===== src/rtl/midi_voice_pkg.sv =====
// Shared definitions for the polyphonic voice allocator: FSM encoding,
// default widths and the saturation ceiling for the per-voice age counters.
package midi_voice_pkg;

  typedef enum logic [1:0] {
    ST_IDLE  = 2'd0,
    ST_SCAN  = 2'd1,
    ST_GRANT = 2'd2
  } state_t;

  localparam int DEF_NOTE_W = 7;
  localparam int DEF_AGE_W  = 8;

  // Largest value an age counter of width w may hold (2^w - 1).
  function automatic logic [31:0] age_sat_value(input int w);
    return 32'((64'd1 << w) - 64'd1);
  endfunction

endpackage


===== src/rtl/dffr.sv =====
// Plain D flop bank with synchronous, active-high clear.
module dffr #(
  parameter int W = 1
) (
  input  logic         clk,
  input  logic         reset,
  input  logic [W-1:0] d,
  output logic [W-1:0] q
);

  // Register d every cycle; reset forces zero.
  always_ff @(posedge clk) begin
    if (reset) q <= '0;
    else       q <= d;
  end

endmodule


===== src/rtl/voice_slot.sv =====
// One voice: active bit, held note and saturating age counter.
// A grant (set) beats a release (clear); aging only applies to a held voice.
module voice_slot
  import midi_voice_pkg::*;
#(
  parameter int NOTE_W = DEF_NOTE_W,
  parameter int AGE_W  = DEF_AGE_W
) (
  input  logic              clk,
  input  logic              reset,
  input  logic              set,
  input  logic [NOTE_W-1:0] set_note,
  input  logic              clear,
  input  logic              age_inc,
  input  logic [NOTE_W-1:0] cmp_note,
  output logic              active,
  output logic [NOTE_W-1:0] note,
  output logic [AGE_W-1:0]  age,
  output logic              match
);

  localparam logic [AGE_W-1:0] AGE_SAT = AGE_W'(age_sat_value(AGE_W));

  logic              active_d;
  logic [NOTE_W-1:0] note_d;
  logic [AGE_W-1:0]  age_d;

  function automatic logic [AGE_W-1:0] sat_inc(input logic [AGE_W-1:0] a);
    return (a == AGE_SAT) ? a : a + 1'b1;
  endfunction

  // Next-state for the slot: grant, else release, else age while held.
  always_comb begin
    active_d = active;
    note_d   = note;
    age_d    = age;
    if (set) begin
      active_d = 1'b1;
      note_d   = set_note;
      age_d    = '0;
    end else if (clear) begin
      active_d = 1'b0;
      age_d    = '0;
    end else if (age_inc && active) begin
      age_d = sat_inc(age);
    end
  end

  dffr #(.W(1))      u_active (.clk(clk), .reset(reset), .d(active_d), .q(active));
  dffr #(.W(NOTE_W)) u_note   (.clk(clk), .reset(reset), .d(note_d),   .q(note));
  dffr #(.W(AGE_W))  u_age    (.clk(clk), .reset(reset), .d(age_d),    .q(age));

  assign match = active && (note == cmp_note);

endmodule


===== src/rtl/voice_allocator.sv =====
// Polyphonic voice allocator. A note-on either retriggers the voice already
// holding that note, or round-robin scans one voice per cycle from the
// pointer for a free slot while tracking the oldest busy voice; with no free
// slot the oldest is stolen. Note-off releases matching voices at any time.
module voice_allocator
  import midi_voice_pkg::*;
#(
  parameter int NUM_VOICES = 32,
  parameter int VOICE_W    = 5,
  parameter int NOTE_W     = DEF_NOTE_W,
  parameter int AGE_W      = DEF_AGE_W
) (
  input  logic                  clk,
  input  logic                  reset,
  input  logic                  note_on_valid,
  input  logic [NOTE_W-1:0]     note_on_note,
  output logic                  note_on_ready,
  input  logic                  note_off_valid,
  input  logic [NOTE_W-1:0]     note_off_note,
  output logic                  alloc_valid,
  output logic [VOICE_W-1:0]    alloc_voice,
  output logic [NOTE_W-1:0]     alloc_note,
  output logic                  alloc_stolen,
  output logic                  alloc_retrig,
  output logic [NUM_VOICES-1:0] voices_active
);

  localparam logic [VOICE_W:0]   NV_EXT   = (VOICE_W+1)'(NUM_VOICES);
  localparam logic [VOICE_W-1:0] LAST_IDX = VOICE_W'(NUM_VOICES - 1);

  state_t             state, state_n;
  logic [1:0]         state_q;
  logic [VOICE_W-1:0] ptr, ptr_n;
  logic [VOICE_W-1:0] off, off_n;
  logic [VOICE_W-1:0] gnt, gnt_n;
  logic [VOICE_W-1:0] old_idx, old_idx_n;
  logic [AGE_W-1:0]   old_age, old_age_n;
  logic [NOTE_W-1:0]  req_note, req_note_n;
  logic               stolen_q, stolen_n;
  logic               retrig_q, retrig_n;

  logic [NUM_VOICES-1:0] act, match, clr, set_v, inc;
  logic [NOTE_W-1:0]     notes [NUM_VOICES];
  logic [AGE_W-1:0]      ages  [NUM_VOICES];

  logic               grant;
  logic               hit;
  logic [VOICE_W-1:0] hit_idx;
  logic [VOICE_W:0]   scan_sum;
  logic [VOICE_W-1:0] scan_idx;
  logic               cand_take;
  logic [VOICE_W-1:0] cand_idx;
  logic [AGE_W-1:0]   cand_age;

  assign state = state_t'(state_q);
  assign grant = (state == ST_GRANT);

  for (genvar g = 0; g < NUM_VOICES; g++) begin : g_slot
    assign set_v[g] = grant && (gnt == VOICE_W'(g));
    assign inc[g]   = grant && !set_v[g];
    assign clr[g]   = note_off_valid && act[g] && (notes[g] == note_off_note);

    voice_slot #(.NOTE_W(NOTE_W), .AGE_W(AGE_W)) u_slot (
      .clk      (clk),
      .reset    (reset),
      .set      (set_v[g]),
      .set_note (req_note),
      .clear    (clr[g]),
      .age_inc  (inc[g]),
      .cmp_note (note_on_note),
      .active   (act[g]),
      .note     (notes[g]),
      .age      (ages[g]),
      .match    (match[g])
    );
  end

  // Lowest-index voice already holding the requested note.
  always_comb begin
    hit     = 1'b0;
    hit_idx = '0;
    for (int i = NUM_VOICES - 1; i >= 0; i--) begin
      if (match[i]) begin
        hit     = 1'b1;
        hit_idx = VOICE_W'(i);
      end
    end
  end

  // Voice under examination, (pointer + offset) mod NUM_VOICES, and the
  // oldest-so-far candidate including it (ties keep the earlier one).
  always_comb begin
    scan_sum = {1'b0, ptr} + {1'b0, off};
    if (scan_sum >= NV_EXT) scan_sum = scan_sum - NV_EXT;
    scan_idx  = scan_sum[VOICE_W-1:0];
    cand_take = (off == '0) || (ages[scan_idx] > old_age);
    cand_idx  = cand_take ? scan_idx : old_idx;
    cand_age  = cand_take ? ages[scan_idx] : old_age;
  end

  // FSM next-state and datapath register updates.
  always_comb begin
    state_n    = state;
    ptr_n      = ptr;
    off_n      = off;
    gnt_n      = gnt;
    old_idx_n  = old_idx;
    old_age_n  = old_age;
    req_note_n = req_note;
    stolen_n   = stolen_q;
    retrig_n   = retrig_q;
    case (state)
      ST_IDLE: begin
        if (note_on_valid) begin
          req_note_n = note_on_note;
          stolen_n   = 1'b0;
          if (hit) begin
            gnt_n    = hit_idx;
            retrig_n = 1'b1;
            state_n  = ST_GRANT;
          end else begin
            off_n    = '0;
            retrig_n = 1'b0;
            state_n  = ST_SCAN;
          end
        end
      end
      ST_SCAN: begin
        if (!act[scan_idx]) begin
          gnt_n   = scan_idx;
          state_n = ST_GRANT;
        end else begin
          old_idx_n = cand_idx;
          old_age_n = cand_age;
          if (off == LAST_IDX) begin
            gnt_n    = cand_idx;
            stolen_n = 1'b1;
            state_n  = ST_GRANT;
          end else begin
            off_n = off + 1'b1;
          end
        end
      end
      ST_GRANT: begin
        state_n = ST_IDLE;
        if (!retrig_q) ptr_n = (gnt == LAST_IDX) ? '0 : gnt + 1'b1;
      end
      default: state_n = ST_IDLE;
    endcase
  end

  dffr #(.W(2))       u_state  (.clk(clk), .reset(reset), .d(state_n),    .q(state_q));
  dffr #(.W(VOICE_W)) u_ptr    (.clk(clk), .reset(reset), .d(ptr_n),      .q(ptr));
  dffr #(.W(VOICE_W)) u_off    (.clk(clk), .reset(reset), .d(off_n),      .q(off));
  dffr #(.W(VOICE_W)) u_gnt    (.clk(clk), .reset(reset), .d(gnt_n),      .q(gnt));
  dffr #(.W(VOICE_W)) u_oldidx (.clk(clk), .reset(reset), .d(old_idx_n),  .q(old_idx));
  dffr #(.W(AGE_W))   u_oldage (.clk(clk), .reset(reset), .d(old_age_n),  .q(old_age));
  dffr #(.W(NOTE_W))  u_note   (.clk(clk), .reset(reset), .d(req_note_n), .q(req_note));
  dffr #(.W(1))       u_stolen (.clk(clk), .reset(reset), .d(stolen_n),   .q(stolen_q));
  dffr #(.W(1))       u_retrig (.clk(clk), .reset(reset), .d(retrig_n),   .q(retrig_q));

  assign note_on_ready = (state == ST_IDLE) && !reset;
  assign alloc_valid   = grant;
  assign alloc_voice   = grant ? gnt : '0;
  assign alloc_note    = grant ? req_note : '0;
  assign alloc_stolen  = grant && stolen_q;
  assign alloc_retrig  = grant && retrig_q;
  assign voices_active = act;

endmodule


===== config.mk =====
export PLATFORM = sky130hd
export DESIGN_NAME = voice_allocator
export DESIGN_NICKNAME = d
export VERILOG_FILES = /design/src/rtl/midi_voice_pkg.sv /design/src/rtl/dffr.sv /design/src/rtl/voice_slot.sv /design/src/rtl/voice_allocator.sv
export SDC_FILE = /design/constraint.sdc
export NUM_CORES = 2
export LEC_CHECK = 0
export ABC_AREA = 1
export CORE_UTILIZATION = 58
export CTS_CLUSTER_DIAMETER = 80
export DETAILED_ROUTE_END_ITERATION = 8
export PLACE_DENSITY = 0.79
export SLEW_MARGIN = 20
export SYNTH_ARGS = -nofsm -noshare
export SYNTH_HDL_FRONTEND = slang
export SYNTH_HIERARCHICAL = 1
export SYNTH_SLANG_ARGS = --single-unit
export TNS_END_PERCENT = 50

===== constraint.sdc =====
create_clock -name clk -period 4.3 [get_ports clk]
set_clock_uncertainty 0.15 [all_clocks]
set_input_delay 0.86 -clock clk [delete_from_list [all_inputs] [get_ports clk]]
set_output_delay 0.86 -clock clk [all_outputs]
set_load 0.02 [all_outputs]

==> summary.txt <==
Status: finished with violations
Violated checks: DRC
Post-synthesis cell type count: 60
EDFF count, synth: 0
Synthesized cell area: 39100 um2
CP Launch Point: u_ptr/q[0]
Die area: 68500 um2
Final instance area: 43800 um2
Critical path arrival: 4.57 ns
Initial Util: 0.591
Fin crit share: 0.972
Top cells by area, synth: dfxtp_1 (28%), nand2_1 (13%), nor2_1 (12%), inv_1 (11%), o21ai_0 (5.3%)
CTS Hold Buffers Added: 0
Worst Setup EP: u_gnt/q[2]
Antenna violations before repair: 2
Cell area power density: 274 nW/um2
Startpoint type of the worst setup path: flop
Hold Path Class: flop to flop
CTS HTree Levels: 3
Setup WS pre-CTS: -0.0875 ns
Tmin final: 4.18 ns
Net Count, Synth: 6533
Critical Path RT: 4.69 ns
Slew at the pin closest to its max-slew limit: 1.14 ns
Clk Latency, worst-skew pair: 0.61 ns
Nets@finish: 6651
Fin util: 0.662
CTS tree: done
Die Height: 262 um
Num CTS Buffers: 66
Fill count: 6005
Final worst setup slack: 0.118 ns
Switch share: 0.266
Routed vias: 41.3k
Max clock buf depth: 3
Post-Route WL: 126 mm
First-pass GRT wire length: 195 mm
Yosys synthesis warning count: 6
Pint: 8.79 mW
Post-detail-place hpwl: 86.6 mm
Setup violators final: 0
Row cnt: 94
Final max-slew violation count: 0
Final ANT Viol Nets: 0
Most common cell after layout, fill and taps aside: nand2_1
DRT Pass-1 Iters: 9
Die Span X: 262 um
Critical path's slowest cell: fa_2
Seq/Total Area, Yosys: 0.282
WL/cell: 16.8 um
R2R Path End: u_gnt/q[2]
GRT Total Usage: 0.360
Flops & latches, synth: 551
Yosys top cell area share: 0.282
CP Capture Type: flop
Iteration-0 DRC Markers: 4877
Reg clk slew, reported paths: 0.06 ns
Leakage power figure: 19.7 nW
Post-route DRC: 1
Synth Area per Inst: 6.05 um2
Root Driver: clkbuf_16
DR vias/cell: 5.51
Share of cells above drive strength 1: 0.102
Synth Flop Type: dfxtp_1
Number of global-route vias before repair: 36.5k
Number of port buffers: 65
Worst r2r path cells: 25
Leading area contributor after synthesis: dfxtp_1
Maxcap violations: 0
Final hold vios: 0
Leading cell types in the layout, fill and taps excluded: nand2_1 (1345), nor2_1 (1208), inv_1 (1150), dfxtp_1 (542), nand3_1 (398)
NetSw: 3.19 mW
Critical path type: flop to flop
Sequential cell fraction of total power: 0.429
R2r startpoint: u_ptr/q[0]
# IOs: 66
Slew margin rel.: 0.239
CP dominant cell by count: o21ai_1
Gpl congestion: 0.997
Syn Inst Count: 6462
Placed cell areas: 41300 um2
Remaining Overflow, GRT: 0
Layout area overhead: 12.0%
Clock Sinks: 551
Combinational fraction of design power: 0.102
Post-synth ARST share: 0
N_diodes: 0
Cell count after placement: 7362
Critical Path Max Stage Delay: 0.64 ns
Final Power: 12.0 mW
Pin count of the biggest net entering global routing: 166
Clock Power Share: 0.469
Core Footprint: 66200 um2
Non-filler cells, final: 7490
Worst-path maximum fanout: 6
VDD IR max: 0.328 mV
Reg2reg setup slack: 0.12 ns
FMAX: 239 MHz
## flip-flops by register name (all words and copies together) (netlist names), 5 cells and up
signal                    count
g_slot.u_slot/u_age/q       256
g_slot.u_slot/u_note/q      224
g_slot.u_slot/u_active/q     32
u_oldage/q                    8
u_note/q                      7
u_gnt/q                       5
u_off/q                       5
u_oldidx/q                    5
u_ptr/q                       5
## how the worst min path moves through the flow
stage	endpoint	from	cells after the start	slack (ns)
6_report	u_oldage/q[2]	u_oldage/q[2]	4	0.38
3_5_place_dp	u_oldage/q[1]	u_oldage/q[1]	4	0.37
4_1_cts	u_oldage/q[1]	u_oldage/q[1]	4	0.38
3_3_place_gp	u_oldage/q[2]	u_oldage/q[2]	4	0.37
5_1_grt	u_oldage/q[2]	u_oldage/q[2]	4	0.43
2_1_floorplan	u_oldage/q[6]	u_oldage/q[6]	4	0.35
## worst max-delay path: cells and delay by family (launching register included)
family / cells / cell delay, ns
adder cells (fa/ha/maj): 3 / 1.09
flip-flops: 1 / 0.34
AO/OA/AOI/OAI: 11 / 1.35
buffers and inverters: 5 / 0.61
AND/OR/NAND/NOR: 6 / 0.58
## cell usage after synthesis (all sizes together), types with 4 or more instances
master and instances:
a2111oi 9, o22ai 133, a21oi 203, xnor2 70, a31oi 9, o221ai 4
a221oi 10, nor3 16, o211ai 18, clkinv 35, or2 7, o21ai 450
nand3b 31, nand3 408, o21bai 4, nand2 1444, nand4 12, xor2 122
nor4 26, a22o 13, and3 5, clkbuf 91, dfxtp 551, buf 93
a21o 31, ha 52, nor2 1405, o2111ai 19, a211oi 9, inv 1164
## power groups by stage
| stage | clock, mW | sequential (mW) | combinational (mW) |
|---|---|---|---|
| floorplan | 0 | 5.27 | 0.643 |
| global placement | 0 | 5.25 | 1.15 |
| detailed placement | 0 | 5.25 | 1.16 |
| CTS | 5.68 | 5.14 | 1.16 |
| global route | 5.89 | 5.14 | 1.30 |
| finish | 5.62 | 5.14 | 1.22 |
## layer usage
layer	share of wire	up-vias	track usage
met5	0	-	0
met4	0.058	0	0.198
li1	-	20200	-
met3	0.098	471	0.0559
met2	0.44	1984	0.565
met1	0.41	18600	0.471
## per-stage QoR
step | setup TNS [ns] | hold WS (ns)
6_report | 0 | 0.380
5_1_grt | -0.114 | 0.429
4_1_cts | 0 | 0.382
3_5_place_dp | -0.126 | 0.370
3_3_place_gp | 0 | 0.372
2_1_floorplan | 0 | 0.351
## logic make-up after synthesis
family          synth area share
xor+xnor                  0.0437
compound gates             0.135
buf+inv                    0.141
flops                      0.282
simple gates               0.381
fa+ha+maj                 0.0171
## repair_timing
| action | 4_1_cts | 5_1_grt |
|---|---|---|
| resized for setup | 1 | 48 |
| pin swaps | 0 | 14 |
| hold endpoints to repair | 0 | 0 |
| setup buffers | 0 | 9 |
| endpoints found under the setup margin | 2 | 18 |
| gates cloned | 0 | 5 |
## final cells by class
type	instances	area (um2)	area share
well taps	864	1080	0.0247
inverters	1199	4520	0.103
clock buffers	97	1980	0.0452
multi-input cells	4528	22700	0.519
clock inverters	17	149	0.00340
flip-flops and latches	551	11000	0.252
repair buffers	234	2290	0.0523
Power figures use the tool's default switching activity.
